`config.mk`:
```
export PLATFORM = sky130hd
export DESIGN_NAME = slice_loop_sched
export DESIGN_NICKNAME = d
export VERILOG_FILES = /design/src/rtl/slice_loop_pkg.sv /design/src/rtl/rr_arbiter.sv /design/src/rtl/slice_loop_sched.sv
export SDC_FILE = /design/constraint.sdc
export NUM_CORES = 1
export LEC_CHECK = 0
export ABC_AREA = 1
export CAP_MARGIN = 20
export CORE_UTILIZATION = 56
export DETAILED_ROUTE_END_ITERATION = 6
export PLACE_DENSITY = 0.86
export SYNTH_ARGS = -nofsm -noshare
export SYNTH_HDL_FRONTEND = slang
export SYNTH_SLANG_ARGS = --single-unit
```
`constraint.sdc`:
```
create_clock -name clk -period 5 [get_ports clk]
set_clock_uncertainty 0.05 [all_clocks]
set_input_delay 0.75 -clock clk [delete_from_list [all_inputs] [get_ports clk]]
set_output_delay 0.75 -clock clk [all_outputs]
set_load 0.01 [all_outputs]
```
`src/rtl/slice_loop_pkg.sv`:
```
// Shared state encoding and index-width helper for the SLICE loopback test scheduler.
package slice_loop_pkg;

  typedef enum logic [2:0] {
    S_IDLE,
    S_GRANT,
    S_CLEAR,
    S_SETTLE,
    S_RUN,
    S_DRAIN,
    S_REPORT
  } state_e;

  // At least one bit so a two-requester build still has a usable index.
  function automatic int clog2(input int n);
    int r;
    r = 1;
    for (int i = 1; i < 31; i++) begin
      if ((1 << i) < n) r = i + 1;
    end
    return r;
  endfunction

endpackage

```
`src/rtl/rr_arbiter.sv`:
```
// Combinational round-robin picker: first set request at or after the pointer.
module rr_arbiter
  import slice_loop_pkg::*;
#(
  parameter  int NREQ  = 4,
  localparam int IDX_W = clog2(NREQ)
) (
  input  logic [NREQ-1:0]  req_i,
  input  logic [IDX_W-1:0] ptr_i,
  output logic [NREQ-1:0]  gnt_o,
  output logic [IDX_W-1:0] idx_o
);

  logic             found;
  logic [IDX_W-1:0] jIdx;

  always_comb begin
    gnt_o = '0;
    idx_o = '0;
    found = 1'b0;
    jIdx  = '0;
    for (int i = 0; i < NREQ; i++) begin
      jIdx = IDX_W'((int'(ptr_i) + i) % NREQ);
      if (!found && req_i[jIdx]) begin
        found       = 1'b1;
        gnt_o[jIdx] = 1'b1;
        idx_o       = jIdx;
      end
    end
  end

endmodule

```
`src/rtl/slice_loop_sched.sv`:
```
// Shares one SLICE Q0->inverter->A0 loopback between NREQ requesters and runs
// a counted toggle test for the granted one, reporting pass and an error count.
module slice_loop_sched
  import slice_loop_pkg::*;
#(
  parameter  int NREQ  = 4,
  parameter  int CNT_W = 16,
  parameter  int ERR_W = 8,
  localparam int IDX_W = clog2(NREQ)
) (
  input  logic                  clk,
  input  logic                  rst,
  input  logic [NREQ-1:0]       req,
  input  logic [NREQ*CNT_W-1:0] req_len,
  output logic [NREQ-1:0]       gnt,
  output logic                  busy,
  output logic                  done,
  output logic [IDX_W-1:0]      done_id,
  output logic                  pass,
  output logic [ERR_W-1:0]      err_cnt,
  output logic                  slice_ce,
  output logic                  slice_lsr,
  input  logic                  slice_q
);

  state_e           state_q;
  logic [IDX_W-1:0] ptr_q, id_q, doneId_q;
  logic [CNT_W-1:0] len_q, cnt_q;
  logic [ERR_W-1:0] err_q, errCnt_q, err_d;
  logic [NREQ-1:0]  gnt_q, arbGnt;
  logic [IDX_W-1:0] arbIdx;
  logic             exp_q, busy_q, done_q, pass_q, ce_q, lsr_q;
  logic             cmpEn, cmpExp, mismatch;

  rr_arbiter #(.NREQ(NREQ)) u_arb (
    .req_i (req),
    .ptr_i (ptr_q),
    .gnt_o (arbGnt),
    .idx_o (arbIdx)
  );

  // Q0 lags CE by one register stage, so the first RUN cycle still shows the cleared value.
  always_comb begin
    cmpEn  = 1'b0;
    cmpExp = exp_q;
    case (state_q)
      S_SETTLE: begin
        cmpEn  = 1'b1;
        cmpExp = 1'b0;
      end
      S_RUN:   cmpEn = (cnt_q != len_q);
      S_DRAIN: cmpEn = 1'b1;
      default: cmpEn = 1'b0;
    endcase
    mismatch = cmpEn && (slice_q != cmpExp);
    err_d    = (mismatch && (err_q != '1)) ? err_q + ERR_W'(1) : err_q;
  end

  always_ff @(posedge clk) begin
    if (rst) begin
      state_q  <= S_IDLE;
      ptr_q    <= '0;
      id_q     <= '0;
      len_q    <= '0;
      cnt_q    <= '0;
      exp_q    <= 1'b0;
      err_q    <= '0;
      gnt_q    <= '0;
      busy_q   <= 1'b0;
      done_q   <= 1'b0;
      doneId_q <= '0;
      pass_q   <= 1'b0;
      errCnt_q <= '0;
      ce_q     <= 1'b0;
      lsr_q    <= 1'b0;
    end else begin
      done_q <= 1'b0;
      if (ce_q) exp_q <= ~exp_q;
      case (state_q)
        S_IDLE: begin
          if (|req) begin
            id_q    <= arbIdx;
            len_q   <= req_len[int'(arbIdx)*CNT_W +: CNT_W];
            gnt_q   <= arbGnt;
            busy_q  <= 1'b1;
            state_q <= S_GRANT;
          end
        end
        S_GRANT: begin
          ptr_q   <= (id_q == IDX_W'(NREQ-1)) ? '0 : id_q + IDX_W'(1);
          lsr_q   <= 1'b1;
          state_q <= S_CLEAR;
        end
        S_CLEAR: begin
          lsr_q   <= 1'b0;
          exp_q   <= 1'b0;
          cnt_q   <= len_q;
          err_q   <= '0;
          state_q <= S_SETTLE;
        end
        S_SETTLE: begin
          err_q <= err_d;
          if (len_q == '0) begin
            done_q   <= 1'b1;
            doneId_q <= id_q;
            pass_q   <= (err_d == '0);
            errCnt_q <= err_d;
            state_q  <= S_REPORT;
          end else begin
            ce_q    <= 1'b1;
            state_q <= S_RUN;
          end
        end
        S_RUN: begin
          err_q <= err_d;
          cnt_q <= cnt_q - CNT_W'(1);
          if (cnt_q == CNT_W'(1)) begin
            ce_q    <= 1'b0;
            state_q <= S_DRAIN;
          end
        end
        S_DRAIN: begin
          err_q    <= err_d;
          done_q   <= 1'b1;
          doneId_q <= id_q;
          pass_q   <= (err_d == '0);
          errCnt_q <= err_d;
          state_q  <= S_REPORT;
        end
        S_REPORT: begin
          gnt_q   <= '0;
          busy_q  <= 1'b0;
          state_q <= S_IDLE;
        end
        default: state_q <= S_IDLE;
      endcase
    end
  end

  assign gnt       = gnt_q;
  assign busy      = busy_q;
  assign done      = done_q;
  assign done_id   = doneId_q;
  assign pass      = pass_q;
  assign err_cnt   = errCnt_q;
  assign slice_ce  = ce_q;
  assign slice_lsr = lsr_q;

endmodule

```
==> impl_metrics.py <==
metrics = {
    "logic_synthesis": {
        "synth_cell_types": 38,
        "yosysWarningCount": 0,
        "async_reset_ff_share_pct": 0,
        "yosys-top-cells-area": "dfxtp_1 (30%), nand2_1 (16%), inv_1 (11%), o211ai_1 (6.0%), nor2_1 (5.5%)",
        "synthFlopType": "dfxtp_1",
        "synth_commonest_cells": "nand2_1 (188), inv_1 (131), dfxtp_1 (67)",
        "synth_top_cell_area_share_pct": 29.97,
        "avgSynthCellArea_um2": 6.242,
        "synth_top_area_cell": "dfxtp_1",
        "synth_edf_count": 0,
        "syn_inst": 717,
        "synth_most_common_cell": "nand2_1",
        "synth-seq-area-share_pct": 29.97,
        "synth_area_mm2": 0.004476,
        "synth_nets": 800,
        "ys_seq_elements": 67,
    },
    "floorplanning": {
        "num_rows": 32,
        "die_w_um": 91.40,
        "die_area_mm2": 0.008354,
        "dieHeight_um": 91.40,
        "start_util_pct": 57.92,
        "core_area_mm2": 0.007727,
        "top_level_ports": 90,
    },
    "global_routing": {
        "antenna_found_initial": 0,
        "grt_max_degree": 66,
        "grt_pass1_vias": 4723,
        "grt_usage_pct": 30.52,
        "grt_pass1_wl_um": 20630,
        "gr-total-overflow": 0,
    },
    "layout": {
        "fin_nets": 881,
        "antenna_cells": 0,
        "multi_input_area_mm2": 0.002469,
        "area.growth.synth_to_final_pct": 24.83,
        "post-route-util_pct": 72.30,
        "drive_gt1_share_pct": 4.234,
        "fillers": 643,
        "regArea_mm2": 0.001341,
    },
    "cts": {
        "clock-sinks": 67,
        "postCtsSetupBuffers": 0,
        "cts_buffers": 9,
        "tritoncts": "built",
        "clockBufferDepth": 2,
        "cts_resized": 0,
        "cts-root-buf": "clkbuf_8",
        "clk_pin_slew_ns": 0.08,
        "clk_latency_ns": 0.36,
        "hold_buffers": 0,
        "htree_num_levels": 3,
    },
    "drt": {
        "vias": 4882,
        "drc": 0,
        "drt_pass1_iterations": 7,
        "drt_iter0_drc": 296,
        "postRouteAntennaNets": 0,
        "wirelength_um": 12130,
        "via_per_inst": 5.394,
        "wire_per_inst_um": 13.40,
    },
    "sta": {
        "setup_ws_ns": 1.709,
        "tightest_slew_ns": 0.9966,
        "post-route-min-period_ns": 3.291,
        "relSlewSlack_pct": 33.32,
        "drv_slew": 0,
        "hold_violations": 0,
        "rsz0062_at_grt": "false",
        "hold_ws_ns": 0.4187,
        "post-route-period-util_pct": 65.83,
        "setup_viol": 0,
        "max_freq_mhz": 303.8,
        "finalSetupTns_ns": 0,
    },
    "worst_setup_path": {
        "r2r_slack_ns": 1.77,
        "path_buf_inv": 4,
        "timing.rr.end": "len_q[3]$_SDFFE_PP0P_",
        "crit_top_cell": "nand2_1",
        "r2r_start": "ptr_q[0]$_SDFFE_PP0P_",
        "crit_path_max_fanout": 65,
        "cpPeakStageDelay_ns": 0.55,
        "cp-end-kind": "flop",
        "crit_type": "in -> reg",
        "slowest_stage": "nand2_2",
        "worst_setup_path_start_kind": "input pin",
        "worst_ep_required_time_ns": 5.21,
        "crit_arrival_ns": 3.50,
        "cpLargestDelayFamily": "simple AND/OR/NAND/NOR gates",
        "crit_chain": "clkdlybuf4s50_1 -> inv_1 -> o21ai_0 -> nand2_1 -> nand2_2 -> inv_2 -> and2_4 -> nand2_4 -> nor2_4 -> nand2_1 -> nand2_2 -> o211ai_1 -> nand3_1 -> nand2_1 -> inv_1",
        "reg2reg_depth": 13,
    },
    "placed_design": {
        "place_ws_ns": 1.330,
        "hpwl_um": 9025,
        "io_buffers": 89,
        "gp_congestion": 0.9699,
    },
    "hold_path": {
        "hold_class": "reg -> reg",
        "whs_path_depth": 2,
        "holdPathEnd": "gnt[3]$_SDFFE_PP0P_",
        "min_from": "gnt[3]$_SDFFE_PP0P_",
    },
    "pwr": {
        "finalPower_mw": 3.478,
        "vdd_drop_max_mv": 0.4010,
        "power.density_mw_per_mm2": 622.6,
        "leakagePower_nw": 2.648,
    },
    "job": {
        "maxCapViolCount": 0,
    },
    "status": {
        "status": "complete, no violations",
    },
}
==> layout by cell type (no fill, tap or decap), drive strengths merged <==
master and instances:
o211ai 36, o32ai 1, o21bai 7, a2111oi 1, a21oi 43, a32o 5
inv 137, nand2 192, clkbuf 11, clkinvlp 1, nand4 5, nand3 42
buf 4, a32oi 2, dfxtp 67, clkinv 6, ha 12, o22ai 7
xnor2 3, o31ai 2, and2 2, a221oi 1, clkdlybuf4s50 89, o21ai 38
nor3 5, a31oi 6, nor4 1, bufinv 1, xor2 8, nor2 68
==> stage by stage <==
step	area [µm²]	std cells
global placement	5385	889
floorplan	4476	717
CTS	5587	905
finish	5587	905
detailed placement	5385	889
global route	5587	905
==> kinds of logic after synthesis <==
family | synth area share, %
compound gates | 20.69
xor+xnor | 2.153
flops | 29.97
simple gates | 28.91
buf+inv | 14.93
fa+ha+maj | 3.355
==> per-layer routing <==
layer	share of wire (%)	GRT usage, %	vias up	routed length [µm]
met1	40	33.38	2198	4804
li1	-	-	2459	-
met3	5.6	6.365	43	685
met2	51	57.02	182	6229
met5	0	0	-	0
met4	3.3	11.64	0	405
==> where the power goes <==
group	total (mW)	internal, mW	switching (mW)
sequential	0.821	0.681	0.140
combinational	2.19	0.762	1.43
clock	0.466	0.247	0.219
total	3.48	1.69	1.79
==> layout make-up <==
| cell class | instances | area share (%) |
|---|---|---|
| inverter | 140 | 9.429 |
| timing repair buffer | 93 | 16.48 |
| tap | 102 | 2.284 |
| multi-input combinational | 487 | 44.19 |
| clock buffer | 11 | 2.531 |
| sequential | 67 | 24.01 |
| clock inverter | 5 | 1.075 |
==> state kept, by name (all words and copies together), names as in the netlist <==
signal     cells
slice_lsr      1
len_q         16
ptr_q          2
err_q          8
err_cnt        8
busy           1
done           1
pass           1
gnt            4
id_q           2
cnt_q         16
slice_ce       1
exp_q          1
done_id        2
state_q        3
==> how the worst max path moves through the flow <==
| stage | startpoint | end | cells past startpoint |
|---|---|---|---|
| after global routing | ptr_q[0]$_SDFFE_PP0P_ | len_q[3]$_SDFFE_PP0P_ | 13 |
| after detailed placement | req[2] | len_q[3]$_SDFFE_PP0P_ | 15 |
| after CTS | req[2] | len_q[3]$_SDFFE_PP0P_ | 15 |
| after floorplan | req[2] | len_q[0]$_SDFFE_PP0P_ | 16 |
| final | req[2] | len_q[4]$_SDFFE_PP0P_ | 15 |
| after global placement | req[2] | len_q[4]$_SDFFE_PP0P_ | 15 |
==> worst reg2reg max path, cell delays in order, from the launching register on <==
cell	delay (ns)
dfxtp_1	0.57
inv_2	0.18
ha_1	0.37
o21ai_0	0.25
and2_4	0.22
nand2_4	0.06
nor2_4	0.10
nand2_1	0.07
nand2_2	0.73
nand2_1	0.13
o211ai_1	0.14
nand3_1	0.16
nand2_1	0.09
inv_1	0.04
Note: power is estimated with default switching activity, not from simulation.
